`config.mk`:
```
export PLATFORM = sky130hd
export DESIGN_NAME = alu_muldiv_seq
export DESIGN_NICKNAME = d
export VERILOG_FILES = /design/src/rtl/muldiv_pkg.sv /design/src/rtl/muldiv_div_core.sv /design/src/rtl/alu_muldiv_seq.sv
export SDC_FILE = /design/constraint.sdc
export NUM_CORES = 1
export LEC_CHECK = 0
export CAP_MARGIN = 5
export CORE_UTILIZATION = 65
export CTS_CLUSTER_SIZE = 20
export DETAILED_ROUTE_END_ITERATION = 10
export GPL_ROUTABILITY_DRIVEN = 0
export MAX_ROUTING_LAYER = met4
export PLACE_DENSITY = 0.91
export SLEW_MARGIN = 30
export SYNTH_ARGS = -nofsm -noshare
export SYNTH_HDL_FRONTEND = slang
export SYNTH_SLANG_ARGS = --single-unit
```
`constraint.sdc`:
```
create_clock -name clk -period 8.8 [get_ports clk]
set_clock_uncertainty 0.05 [all_clocks]
set_input_delay 1.76 -clock clk [delete_from_list [all_inputs] [get_ports clk]]
set_output_delay 1.76 -clock clk [all_outputs]
set_load 0.01 [all_outputs]
```
`src/rtl/muldiv_pkg.sv`:
```
// muldiv_pkg
// Shared definitions for the sequential multiply/divide unit:
//   - SELECT op codes (the 001xxx group of the ALU op space)
//   - FSM state encoding
//   - ITER_COUNT, the number of one-bit iterations per operation
//   - op_is_div helper, true for the four divide/remainder codes
package muldiv_pkg;

    localparam int ITER_COUNT = 32;

    localparam logic [2:0] OP_GROUP = 3'b001;

    localparam logic [5:0] OP_MUL    = 6'b001000;
    localparam logic [5:0] OP_MULH   = 6'b001001;
    localparam logic [5:0] OP_MULHSU = 6'b001010;
    localparam logic [5:0] OP_MULHU  = 6'b001011;
    localparam logic [5:0] OP_DIV    = 6'b001100;
    localparam logic [5:0] OP_DIVU   = 6'b001101;
    localparam logic [5:0] OP_REM    = 6'b001110;
    localparam logic [5:0] OP_REMU   = 6'b001111;

    typedef enum logic [1:0] {
        ST_IDLE   = 2'd0,
        ST_CALC   = 2'd1,
        ST_FINISH = 2'd2
    } state_t;

    // Bit 2 of the op code separates the divide half from the multiply half.
    function automatic logic op_is_div(input logic [5:0] op);
        return op[2];
    endfunction

endpackage

```
`src/rtl/muldiv_div_core.sv`:
```
// muldiv_div_core
// Restoring divider on unsigned magnitudes, one quotient bit per step.
// Ports:
//   clk, rst_n           clock, asynchronous active-low reset
//   load                 capture dividend/divisor and clear the remainder
//   step                 perform one restoring iteration
//   dividend, divisor    unsigned magnitudes, sampled only on load
//   quotient, remainder  unsigned results, valid after XLEN steps
module muldiv_div_core #(
    parameter int XLEN = 32
) (
    input  logic            clk,
    input  logic            rst_n,
    input  logic            load,
    input  logic            step,
    input  logic [XLEN-1:0] dividend,
    input  logic [XLEN-1:0] divisor,
    output logic [XLEN-1:0] quotient,
    output logic [XLEN-1:0] remainder
);

    logic [XLEN-1:0] divisor_q;
    logic [XLEN:0]   shifted;
    logic [XLEN-1:0] trial;
    logic            fits;

    // The quotient register doubles as the dividend shift register: its top
    // bit moves into the partial remainder while the new quotient bit enters
    // from the bottom.
    assign shifted = {remainder, quotient[XLEN-1]};
    assign fits    = shifted >= {1'b0, divisor_q};
    // When the divisor fits, the true difference is below the divisor and so
    // always fits in XLEN bits; the dropped carry is never significant.
    assign trial   = shifted[XLEN-1:0] - divisor_q;

    // Remainder/quotient iteration registers.
    always_ff @(posedge clk or negedge rst_n) begin
        if (!rst_n) begin
            divisor_q <= '0;
            quotient  <= '0;
            remainder <= '0;
        end else if (load) begin
            divisor_q <= divisor;
            quotient  <= dividend;
            remainder <= '0;
        end else if (step) begin
            quotient  <= {quotient[XLEN-2:0], fits};
            remainder <= fits ? trial : shifted[XLEN-1:0];
        end
    end

endmodule

```
`src/rtl/alu_muldiv_seq.sv`:
```
// alu_muldiv_seq
// Sequential RISC-V style M-extension unit: MUL/MULH/MULHSU/MULHU by
// radix-2 shift-add, DIV/DIVU/REM/REMU by restoring division, both on
// operand magnitudes with the sign applied in the FINISH state.
// Divide by zero and signed overflow take a one-cycle fast path.
// Ports:
//   clk, rst_n     clock, asynchronous active-low reset
//   start          request, sampled only in IDLE outside the DONE cycle
//   select[5:0]    op code (001xxx group); other codes are ignored
//   data1, data2   rs1 / rs2 operands, latched on acceptance
//   busy           operation in progress
//   done           one-cycle pulse, result valid
//   result         registered result, held until the next done
// Build option:
//   MULDIV_FAST_MUL_EN  when defined, multiplies use a single-cycle 64-bit
//                       multiplier and go straight to FINISH.
module alu_muldiv_seq
    import muldiv_pkg::*;
#(
    parameter int XLEN = 32
) (
    input  logic            clk,
    input  logic            rst_n,
    input  logic            start,
    input  logic [5:0]      select,
    input  logic [XLEN-1:0] data1,
    input  logic [XLEN-1:0] data2,
    output logic            busy,
    output logic            done,
    output logic [XLEN-1:0] result
);

    localparam logic [XLEN-1:0] MIN_NEG = {1'b1, {(XLEN-1){1'b0}}};

    state_t            state;
    logic [5:0]        op;
    logic [5:0]        count;
    logic [XLEN-1:0]   mcand;
    logic [2*XLEN-1:0] prod;
    logic              neg_res;
    logic              neg_rem;
    logic              special;
    logic [XLEN-1:0]   special_result;

    logic              in_signed1;
    logic              in_signed2;
    logic              in_neg1;
    logic              in_neg2;
    logic              in_is_div;
    logic              in_div_zero;
    logic              in_overflow;
    logic              accept;
    logic [XLEN-1:0]   in_mag1;
    logic [XLEN-1:0]   in_mag2;

    logic              div_load;
    logic              div_step;
    logic [XLEN-1:0]   quotient;
    logic [XLEN-1:0]   remainder;

    logic [XLEN:0]     mul_sum;
    logic [2*XLEN-1:0] prod_fix;
    logic [XLEN-1:0]   quot_fix;
    logic [XLEN-1:0]   rem_fix;

    // Operand decode on the incoming request. MUL is treated as unsigned
    // because the low half of the product does not depend on signedness.
    assign in_signed1  = (select == OP_MULH) || (select == OP_MULHSU) ||
                         (select == OP_DIV)  || (select == OP_REM);
    assign in_signed2  = (select == OP_MULH) || (select == OP_DIV) ||
                         (select == OP_REM);
    assign in_neg1     = in_signed1 & data1[XLEN-1];
    assign in_neg2     = in_signed2 & data2[XLEN-1];
    assign in_mag1     = in_neg1 ? -data1 : data1;
    assign in_mag2     = in_neg2 ? -data2 : data2;
    assign in_is_div   = op_is_div(select);
    assign in_div_zero = in_is_div && (data2 == '0);
    assign in_overflow = ((select == OP_DIV) || (select == OP_REM)) &&
                         (data1 == MIN_NEG) && (data2 == '1);

    // A request landing in the DONE cycle is dropped so done can never
    // pulse twice in a row.
    assign accept = (state == ST_IDLE) && start && !done &&
                    (select[5:3] == OP_GROUP);

    assign div_load = accept && in_is_div;
    assign div_step = (state == ST_CALC) && op_is_div(op);

    muldiv_div_core #(
        .XLEN(XLEN)
    ) u_div_core (
        .clk       (clk),
        .rst_n     (rst_n),
        .load      (div_load),
        .step      (div_step),
        .dividend  (in_mag1),
        .divisor   (in_mag2),
        .quotient  (quotient),
        .remainder (remainder)
    );

    // Shift-add step: the multiplier sits in the low half of prod and is
    // consumed LSB first while the partial product grows into the high half.
    assign mul_sum = {1'b0, prod[2*XLEN-1:XLEN]} +
                     (prod[0] ? {1'b0, mcand} : {(XLEN+1){1'b0}});

    assign prod_fix = neg_res ? -prod : prod;
    assign quot_fix = neg_res ? -quotient : quotient;
    assign rem_fix  = neg_rem ? -remainder : remainder;

`ifdef MULDIV_FAST_MUL_EN
    logic [2*XLEN-1:0] fast_prod;
    assign fast_prod = (2*XLEN)'(in_mag1) * (2*XLEN)'(in_mag2);
`endif

    // Control FSM together with the multiply datapath and the registered
    // outputs; busy drops in the same edge that raises done.
    always_ff @(posedge clk or negedge rst_n) begin
        if (!rst_n) begin
            state          <= ST_IDLE;
            op             <= '0;
            count          <= '0;
            mcand          <= '0;
            prod           <= '0;
            neg_res        <= 1'b0;
            neg_rem        <= 1'b0;
            special        <= 1'b0;
            special_result <= '0;
            busy           <= 1'b0;
            done           <= 1'b0;
            result         <= '0;
        end else begin
            done <= 1'b0;
            case (state)
                ST_IDLE: begin
                    if (accept) begin
                        op      <= select;
                        mcand   <= in_mag1;
                        prod    <= {{XLEN{1'b0}}, in_mag2};
                        count   <= '0;
                        busy    <= 1'b1;
                        neg_res <= in_neg1 ^ in_neg2;
                        neg_rem <= in_neg1;
                        special <= in_div_zero || in_overflow;
                        if (in_div_zero) begin
                            special_result <= ((select == OP_DIV) || (select == OP_DIVU)) ?
                                              '1 : data1;
                        end else begin
                            special_result <= (select == OP_DIV) ? MIN_NEG : '0;
                        end
                        if (in_div_zero || in_overflow) begin
                            state <= ST_FINISH;
`ifdef MULDIV_FAST_MUL_EN
                        end else if (!in_is_div) begin
                            prod  <= fast_prod;
                            state <= ST_FINISH;
`endif
                        end else begin
                            state <= ST_CALC;
                        end
                    end
                end
                ST_CALC: begin
                    if (!op_is_div(op)) begin
                        prod <= {mul_sum, prod[XLEN-1:1]};
                    end
                    if (count == 6'(ITER_COUNT - 1)) begin
                        state <= ST_FINISH;
                    end
                    count <= count + 6'd1;
                end
                ST_FINISH: begin
                    busy  <= 1'b0;
                    done  <= 1'b1;
                    state <= ST_IDLE;
                    if (special) begin
                        result <= special_result;
                    end else begin
                        case (op)
                            OP_MULH, OP_MULHSU, OP_MULHU: result <= prod_fix[2*XLEN-1:XLEN];
                            OP_DIV, OP_DIVU:              result <= quot_fix;
                            OP_REM, OP_REMU:              result <= rem_fix;
                            default:                      result <= prod_fix[XLEN-1:0];
                        endcase
                    end
                end
                default: state <= ST_IDLE;
            endcase
        end
    end

endmodule

```
==> After elaboration in Yosys (flattened, before gate mapping) <==
Index checks and enable logic that the tools add are counted.
Widths: inputs -> output; s select.
{ "op_classes": {"addsub": 8, "n_mul": 0, "n_div": 0, "order_cmp": 1, "n_eq_ne": 21, "shift": 0, "mux": 28, "bitwise_logic": 3, "reduce_logical": 30} }
{ "op_table": {"columns": ["op", "count"], "rows": [
  ["$mux 32", 14],
  ["$mux 64", 3],
  ["$neg 32->32", 4],
  ["$pmux 64 s2", 1],
  ["$pmux 32 s3", 1],
  ["$eq 6x4->1 const B", 12],
  ["$eq 32x32->1 const B", 2],
  ["$neg 64->64", 1],
  ["$add 32x32->33", 1],
  ["$ge 33x32->1", 1],
  ["$logic_not 32->1", 1],
  ["$sub 32x32->32", 1],
  ["$pmux 6 s2", 1],
  ["$logic_and 1x1->1", 8],
  ["$logic_or 1x1->1", 8],
  ["$reduce_and 2->1", 4],
  ["$add 6x1->6 const B", 1],
  ["$eq 6x5->1 const B", 1],
  ["$mux 2", 3],
  ["$mux 6", 1],
  ["$reduce_bool 2->1", 3],
  ["$ne 2x2->1 const B", 2],
  ["$pmux 2 s2", 1],
  ["$reduce_or 2->1", 2],
  ["other kinds (12)", 14]
]} }
{ "word_totals": {"ff_bits": 275, "latchBits": 0, "mem_bits_rw": 0, "romBits": 0, "mem_count": 0} }

==> Longest topological paths before layout <==
{ "depth": {"word_depth": 8, "depth_mapped": 14} }

==> Modules after synthesis <==
Synthesis repeated with hierarchy kept, for this count alone.
{ "unflattened": {"hier_cells": 2480, "hier_area_um2": 20278.2} }
{ "modules_own_cells": {"columns": ["module", "instances", "cells_each", "area_each_um2", "seq_area_each_um2"], "rows": [
  ["alu_muldiv_seq", 1, 1781, 14151.1, 4479.3],
  ["muldiv_div_core", 1, 699, 6127.1, 2402.3]
]} }

==> Least setup slack after synthesis <==
Ideal clock, no wire load.
{ "synth_path": {"path_kind": "input-to-reg", "startpoint": "input data2[6]", "endpoint": "register special_result[10]", "setup_ns": 0.083, "t_arrival_ns": 3.962, "path_slack_ns": 4.706, "cell_stages": 9, "path_buffers": 1, "path_cell_list": "or4_1 or3_1 nor3_2 nand2_1 nor2_1 and4b_1 clkbuf_1 o21ai_0 o21ai_0"} }
{ "synth_between": {"elab_chain_len": 3} }
{ "synth_lines": {"columns": ["element", "line_no", "source"], "rows": [
  ["start: declaration", "alu_muldiv_seq.sv:27", "input logic [XLEN-1:0] data2,"],
  ["$logic_not 32->1", "alu_muldiv_seq.sv:77", "assign in_div_zero = in_is_div && (data2 == '0);"],
  ["$logic_and 1x1->1", "alu_muldiv_seq.sv:77", null],
  ["$mux 32", "alu_muldiv_seq.sv:145", "if (in_div_zero) begin"],
  ["end signal: assignment", "alu_muldiv_seq.sv:146", "special_result <= ((select == OP_DIV) || (select == OP_DIVU)) ?"],
  ["end signal: assignment", "alu_muldiv_seq.sv:149", "special_result <= (select == OP_DIV) ? MIN_NEG : '0;"],
  ["end: declaration", "alu_muldiv_seq.sv:43", "logic [XLEN-1:0] special_result;"]
]} }
No other way between the ends.
A chain may end at the register's enable or synchronous reset.

==> Worst setup path in the final report <==
{ "layout_path": {"startpoint": "register u_div_core.quotient[31]", "endpoint": "register u_div_core.remainder[27]"} }
{ "layout_between": {"elab_chain_len": 4} }
{ "layout_lines": {"columns": ["element", "line_no", "source"], "rows": [
  ["start: declaration", "muldiv_div_core.sv:18", "output logic [XLEN-1:0] quotient,"],
  ["start signal: assignment", "muldiv_div_core.sv:44", "quotient <= dividend;"],
  ["start signal: assignment", "muldiv_div_core.sv:47", "quotient <= {quotient[XLEN-2:0], fits};"],
  ["$sub 32x32->32 or $ge 33x32->1 (tied branches)", "muldiv_div_core.sv:34, muldiv_div_core.sv:31", null],
  ["$mux 32 (*)", "muldiv_div_core.sv:48", "remainder <= fits ? trial : shifted[XLEN-1:0];"],
  ["$mux 32 (*)", "muldiv_div_core.sv:46", "end else if (step) begin"],
  ["$mux 32 (*)", "muldiv_div_core.sv:42", "end else if (load) begin"],
  ["end signal: assignment", "muldiv_div_core.sv:48", null],
  ["end: declaration", "muldiv_div_core.sv:19", "output logic [XLEN-1:0] remainder"]
]} }
Every way passes the cells marked *; elsewhere a longest branch is shown, timed or not. The select of a mux whose other input is x is not followed.

==> impl_metrics.prom <==
# TYPE chip_impl_metric gauge
chip_impl_metric{name="final_cycle_utilization_of_the_critical_path",unit="%"} 54.9
chip_impl_metric{name="finalCriticalPeriod",unit="ps"} 4830
chip_impl_metric{name="power.leakage",unit="nW"} 9.09
chip_impl_metric{name="placedInstanceArea",unit="µm²"} 20900
chip_impl_metric{name="seq_area_frac_synth",unit="%"} 34.9
chip_impl_metric{name="required_time_of_the_worst_setup_path",unit="ps"} 9260
chip_impl_metric{name="detailedRoute.firstIterationViolations",unit=""} 3671
chip_impl_metric{name="fin_setup_tns",unit="ps"} 0
chip_impl_metric{name="synth_edf_count",unit=""} 0
chip_impl_metric{name="maxCapViolCount",unit=""} 0
chip_impl_metric{name="grt_antenna_before_repair",unit=""} 1
chip_impl_info{name="layout.cells.most_common",value="sky130_fd_sc_hd__o21ai_0"} 1
chip_impl_metric{name="postLayoutCellArea",unit="µm²"} 22000
chip_impl_metric{name="maximum_number_of_pins_on_one_net_before_global_route_repair",unit=""} 101
chip_impl_info{name="reg2reg_to",value="u_div_core.remainder[27]"} 1
chip_impl_metric{name="numPortBuffers",unit=""} 106
chip_impl_info{name="hold_class",value="flop to flop"} 1
chip_impl_info{name="crit-reg2reg-launch",value="u_div_core.quotient[31]"} 1
chip_impl_info{name="combinational_family_with_the_most_area_after_synthesis",value="compound AO/OA/AOI/OAI gates"} 1
chip_impl_metric{name="placeableCoreArea",unit="µm²"} 29700
chip_impl_metric{name="filler_cell_count",unit=""} 2024
chip_impl_metric{name="worst_slack",unit="ps"} 3970
chip_impl_info{name="holdPathEnd",value="mcand[28]"} 1
chip_impl_metric{name="grt_first_pass_wirelength",unit="mm"} 105
chip_impl_info{name="startpoint_type",value="flop"} 1
chip_impl_metric{name="die_x",unit="µm"} 176
chip_impl_metric{name="drc",unit=""} 0
chip_impl_metric{name="path_max_fanout",unit=""} 25
chip_impl_metric{name="postCtsResizedCells",unit=""} 0
chip_impl_info{name="clock_tree_from_tritoncts",value="built"} 1
chip_impl_info{name="status",value="finished clean"} 1
chip_impl_metric{name="syn-instance-count",unit=""} 2423
chip_impl_metric{name="grt.total_usage",unit="%"} 44.5
chip_impl_info{name="setup.worst_path.end_class",value="flop"} 1
chip_impl_metric{name="drv_slew",unit=""} 0
chip_impl_metric{name="ctsLongestPathBuffers",unit=""} 3
chip_impl_metric{name="finalHoldViolCount",unit=""} 0
chip_impl_metric{name="cts.repair_timing.setup_buffer_count",unit=""} 0
chip_impl_metric{name="clk_transition_reported_paths",unit="ps"} 60
chip_impl_metric{name="setup_slack_of_the_worst_register_to_register_path",unit="ps"} 3970
chip_impl_metric{name="postCtsHoldBufs",unit=""} 0
chip_impl_info{name="cts_root_buffer",value="sky130_fd_sc_hd__clkbuf_16"} 1
chip_impl_metric{name="power",unit="mW"} 6.98
chip_impl_metric{name="remaining_antenna_violation_count",unit=""} 0
chip_impl_metric{name="route.detailed.vias_per_inst",unit=""} 7.27
chip_impl_metric{name="totalWireLength",unit="mm"} 67.7
chip_impl_metric{name="syn_area",unit="µm²"} 19700
chip_impl_metric{name="number_of_iterations_in_the_first_detailed_routing_pass",unit=""} 11
chip_impl_metric{name="first_global_vias",unit=""} 19500
chip_impl_metric{name="globalRouteOverflowTotal",unit=""} 0
chip_impl_metric{name="layout.area.seq",unit="µm²"} 6880
chip_impl_metric{name="achievable-frequency",unit="GHz"} 0.207
chip_impl_metric{name="timing.hold.worst_path_depth",unit=""} 2
chip_impl_metric{name="syn_area_per_cell",unit="µm²"} 8.13
chip_impl_metric{name="reg2reg_depth",unit=""} 11
chip_impl_metric{name="area_growth_syn_to_layout",unit="%"} 11.9
chip_impl_metric{name="dp.final_hpwl",unit="mm"} 46.2
chip_impl_metric{name="synth_adder_area_share",unit="%"} 4.71
chip_impl_metric{name="numPlacedInstances",unit=""} 2793
chip_impl_metric{name="multi_input_area",unit="µm²"} 12100
chip_impl_metric{name="synthSimpleGateAreaFrac",unit="%"} 19.5
chip_impl_metric{name="design.portCount",unit=""} 107
chip_impl_metric{name="setup-violations-final",unit=""} 0
chip_impl_metric{name="layout.nets",unit=""} 2582
chip_impl_metric{name="synth_async_sr_flop_share",unit="%"} 100
chip_impl_metric{name="fraction_of_layout_cells_with_a_size_suffix_above_1",unit="%"} 4.67
chip_impl_metric{name="initial_utilization",unit="%"} 66.3
chip_impl_metric{name="tightest_slew",unit="ps"} 1020
chip_impl_metric{name="number_of_library_cell_types_mapped_by_synthesis",unit=""} 79
chip_impl_metric{name="post_layout_nonfiller_instances",unit=""} 2851
chip_impl_metric{name="synthMuxAreaShare",unit="%"} 1.38
chip_impl_info{name="synth_top_flop_cell",value="sky130_fd_sc_hd__dfrtp_1"} 1
chip_impl_metric{name="height_of_the_die",unit="µm"} 176
chip_impl_metric{name="worst-endpoint-arrival",unit="ps"} 5290
chip_impl_info{name="grt_setup_unrepaired",value="false"} 1
chip_impl_metric{name="slew_headroom",unit="%"} 32.3
chip_impl_metric{name="share_of_the_core_filled_with_cells_in_the_final_layout",unit="%"} 74.2
chip_impl_metric{name="synth_xor_area_share",unit="%"} 9.69
chip_impl_info{name="class_of_the_most_critical_setup_path",value="flop to flop"} 1
chip_impl_metric{name="yosys_warnings",unit=""} 0
chip_impl_metric{name="wl_per_cell",unit="µm"} 23.8
chip_impl_metric{name="die-area",unit="µm²"} 31000
chip_impl_metric{name="synth_compound_area_share",unit="%"} 25.6
chip_impl_info{name="worstHoldStart",value="mcand[28]"} 1
chip_impl_info{name="layout.cells.most_common_list",value="359 x sky130_fd_sc_hd__o21ai_0, 291 x sky130_fd_sc_hd__nand2_1, 273 x sky130_fd_sc_hd__dfrtp_1"} 1
chip_impl_metric{name="synth_seq_cells",unit=""} 275
chip_impl_metric{name="clock_insertion_delay_worst_skew",unit="ps"} 610
chip_impl_metric{name="std_cell_rows",unit=""} 63
chip_impl_metric{name="fin_worst_hold_slack",unit="ps"} 420
chip_impl_metric{name="tritoncts_sink_count",unit=""} 275
chip_impl_metric{name="route.vias.total",unit=""} 20700
chip_impl_metric{name="syn-num-nets",unit=""} 2569
chip_impl_metric{name="detailedPlace.worstSlack",unit="ps"} 3670
chip_impl_metric{name="pwr_density_cell",unit="nW/µm²"} 316
chip_impl_metric{name="vdd.ir_drop.worst",unit="mV"} 0.239
chip_impl_metric{name="cts_buffers",unit=""} 31
chip_impl_metric{name="htree_num_levels",unit=""} 1
==> critical path, cell delays in order, from the launching register on <==
cell and delay, ps:
sky130_fd_sc_hd__dfrtp_1 470, sky130_fd_sc_hd__inv_1 200, sky130_fd_sc_hd__ha_1 270, sky130_fd_sc_hd__nor2b_1 170, sky130_fd_sc_hd__o2111a_1 230, sky130_fd_sc_hd__nor3_1 100, sky130_fd_sc_hd__o41ai_1 860, sky130_fd_sc_hd__a31oi_1 400
sky130_fd_sc_hd__o41a_1 680, sky130_fd_sc_hd__nand2_2 630, sky130_fd_sc_hd__nand2_1 420, sky130_fd_sc_hd__o21ai_0 250
==> cell usage after synthesis (31+ instances only) <==
| library cell | number | area (µm²) |
|---|---|---|
| sky130_fd_sc_hd__a21o_1 | 37 | 278 |
| sky130_fd_sc_hd__a21oi_1 | 168 | 841 |
| sky130_fd_sc_hd__a22oi_1 | 31 | 233 |
| sky130_fd_sc_hd__a31oi_1 | 31 | 194 |
| sky130_fd_sc_hd__and2_1 | 45 | 282 |
| sky130_fd_sc_hd__clkbuf_1 | 134 | 503 |
| sky130_fd_sc_hd__dfrtp_1 | 275 | 6880 |
| sky130_fd_sc_hd__ha_1 | 71 | 888 |
| sky130_fd_sc_hd__inv_1 | 68 | 255 |
| sky130_fd_sc_hd__nand2_1 | 294 | 1100 |
| sky130_fd_sc_hd__nand3_1 | 52 | 260 |
| sky130_fd_sc_hd__nand3b_1 | 34 | 255 |
| sky130_fd_sc_hd__nor2_1 | 138 | 518 |
| sky130_fd_sc_hd__nor3_1 | 47 | 235 |
| sky130_fd_sc_hd__o21ai_0 | 359 | 1800 |
| sky130_fd_sc_hd__o31ai_1 | 43 | 323 |
| sky130_fd_sc_hd__xnor2_1 | 107 | 937 |
| sky130_fd_sc_hd__xor2_1 | 111 | 972 |
==> per-layer routing <==
layer,GRT usage (%),up-vias,wire length (µm)
met5,-,-,0
met4,28.7,0,5430
met3,13.5,481,9990
met2,62.8,1838,28400
met1,55.3,9605,23900
li1,-,8789,-
==> registers in the layout, indices dropped and copies added, names as in the netlist, 2 cells and up <==
signal and cells:
prod 64, u_div_core.divisor_q 32, u_div_core.quotient 32, result 32, state 2, mcand 32
count 6, special_result 32, u_div_core.remainder 32, op 6
==> power by group <==
part	switching, mW	total [mW]	leakage (nW)	internal (mW)
sequential	0.645	2.25	3.53	1.61
clock	0.576	1.42	0.545	0.847
combinational	1.96	3.30	5.02	1.34
==> cell type report <==
class	instances	area share, %
antenna	1	0.0114
timing repair buffer	127	5.70
tap	390	2.21
inverter	68	1.16
clock inverter	14	1.00
sequential	275	31.2
clock buffer	43	4.00
multi-input combinational	1933	54.7
==> logic make-up (layout without fill, tap and decap cells) <==
| kind of cell | after synthesis | count (layout) |
|---|---|---|
| xor+xnor | 218 | 218 |
| fa+ha+maj | 73 | 73 |
| simple gates | 782 | 782 |
| other cells | 0 | 1 |
| flops | 275 | 275 |
| mux | 27 | 27 |
| buf+inv | 215 | 252 |
| compound gates | 833 | 833 |
==> worst max-delay path by stage <==
stage / from / to / slack, ps / cells after the start
2_1_floorplan: data2[6] / special_result[10] / 4710 / 9
3_3_place_gp: data2[6] / special_result[11] / 3880 / 10
3_5_place_dp: start / prod[0] / 3670 / 8
4_1_cts: data2[6] / special_result[13] / 4290 / 10
5_1_grt: data2[6] / special_result[29] / 3980 / 10
6_report: u_div_core.quotient[31] / u_div_core.remainder[27] / 3970 / 11
No activity file was read; power rests on OpenSTA's default activity.
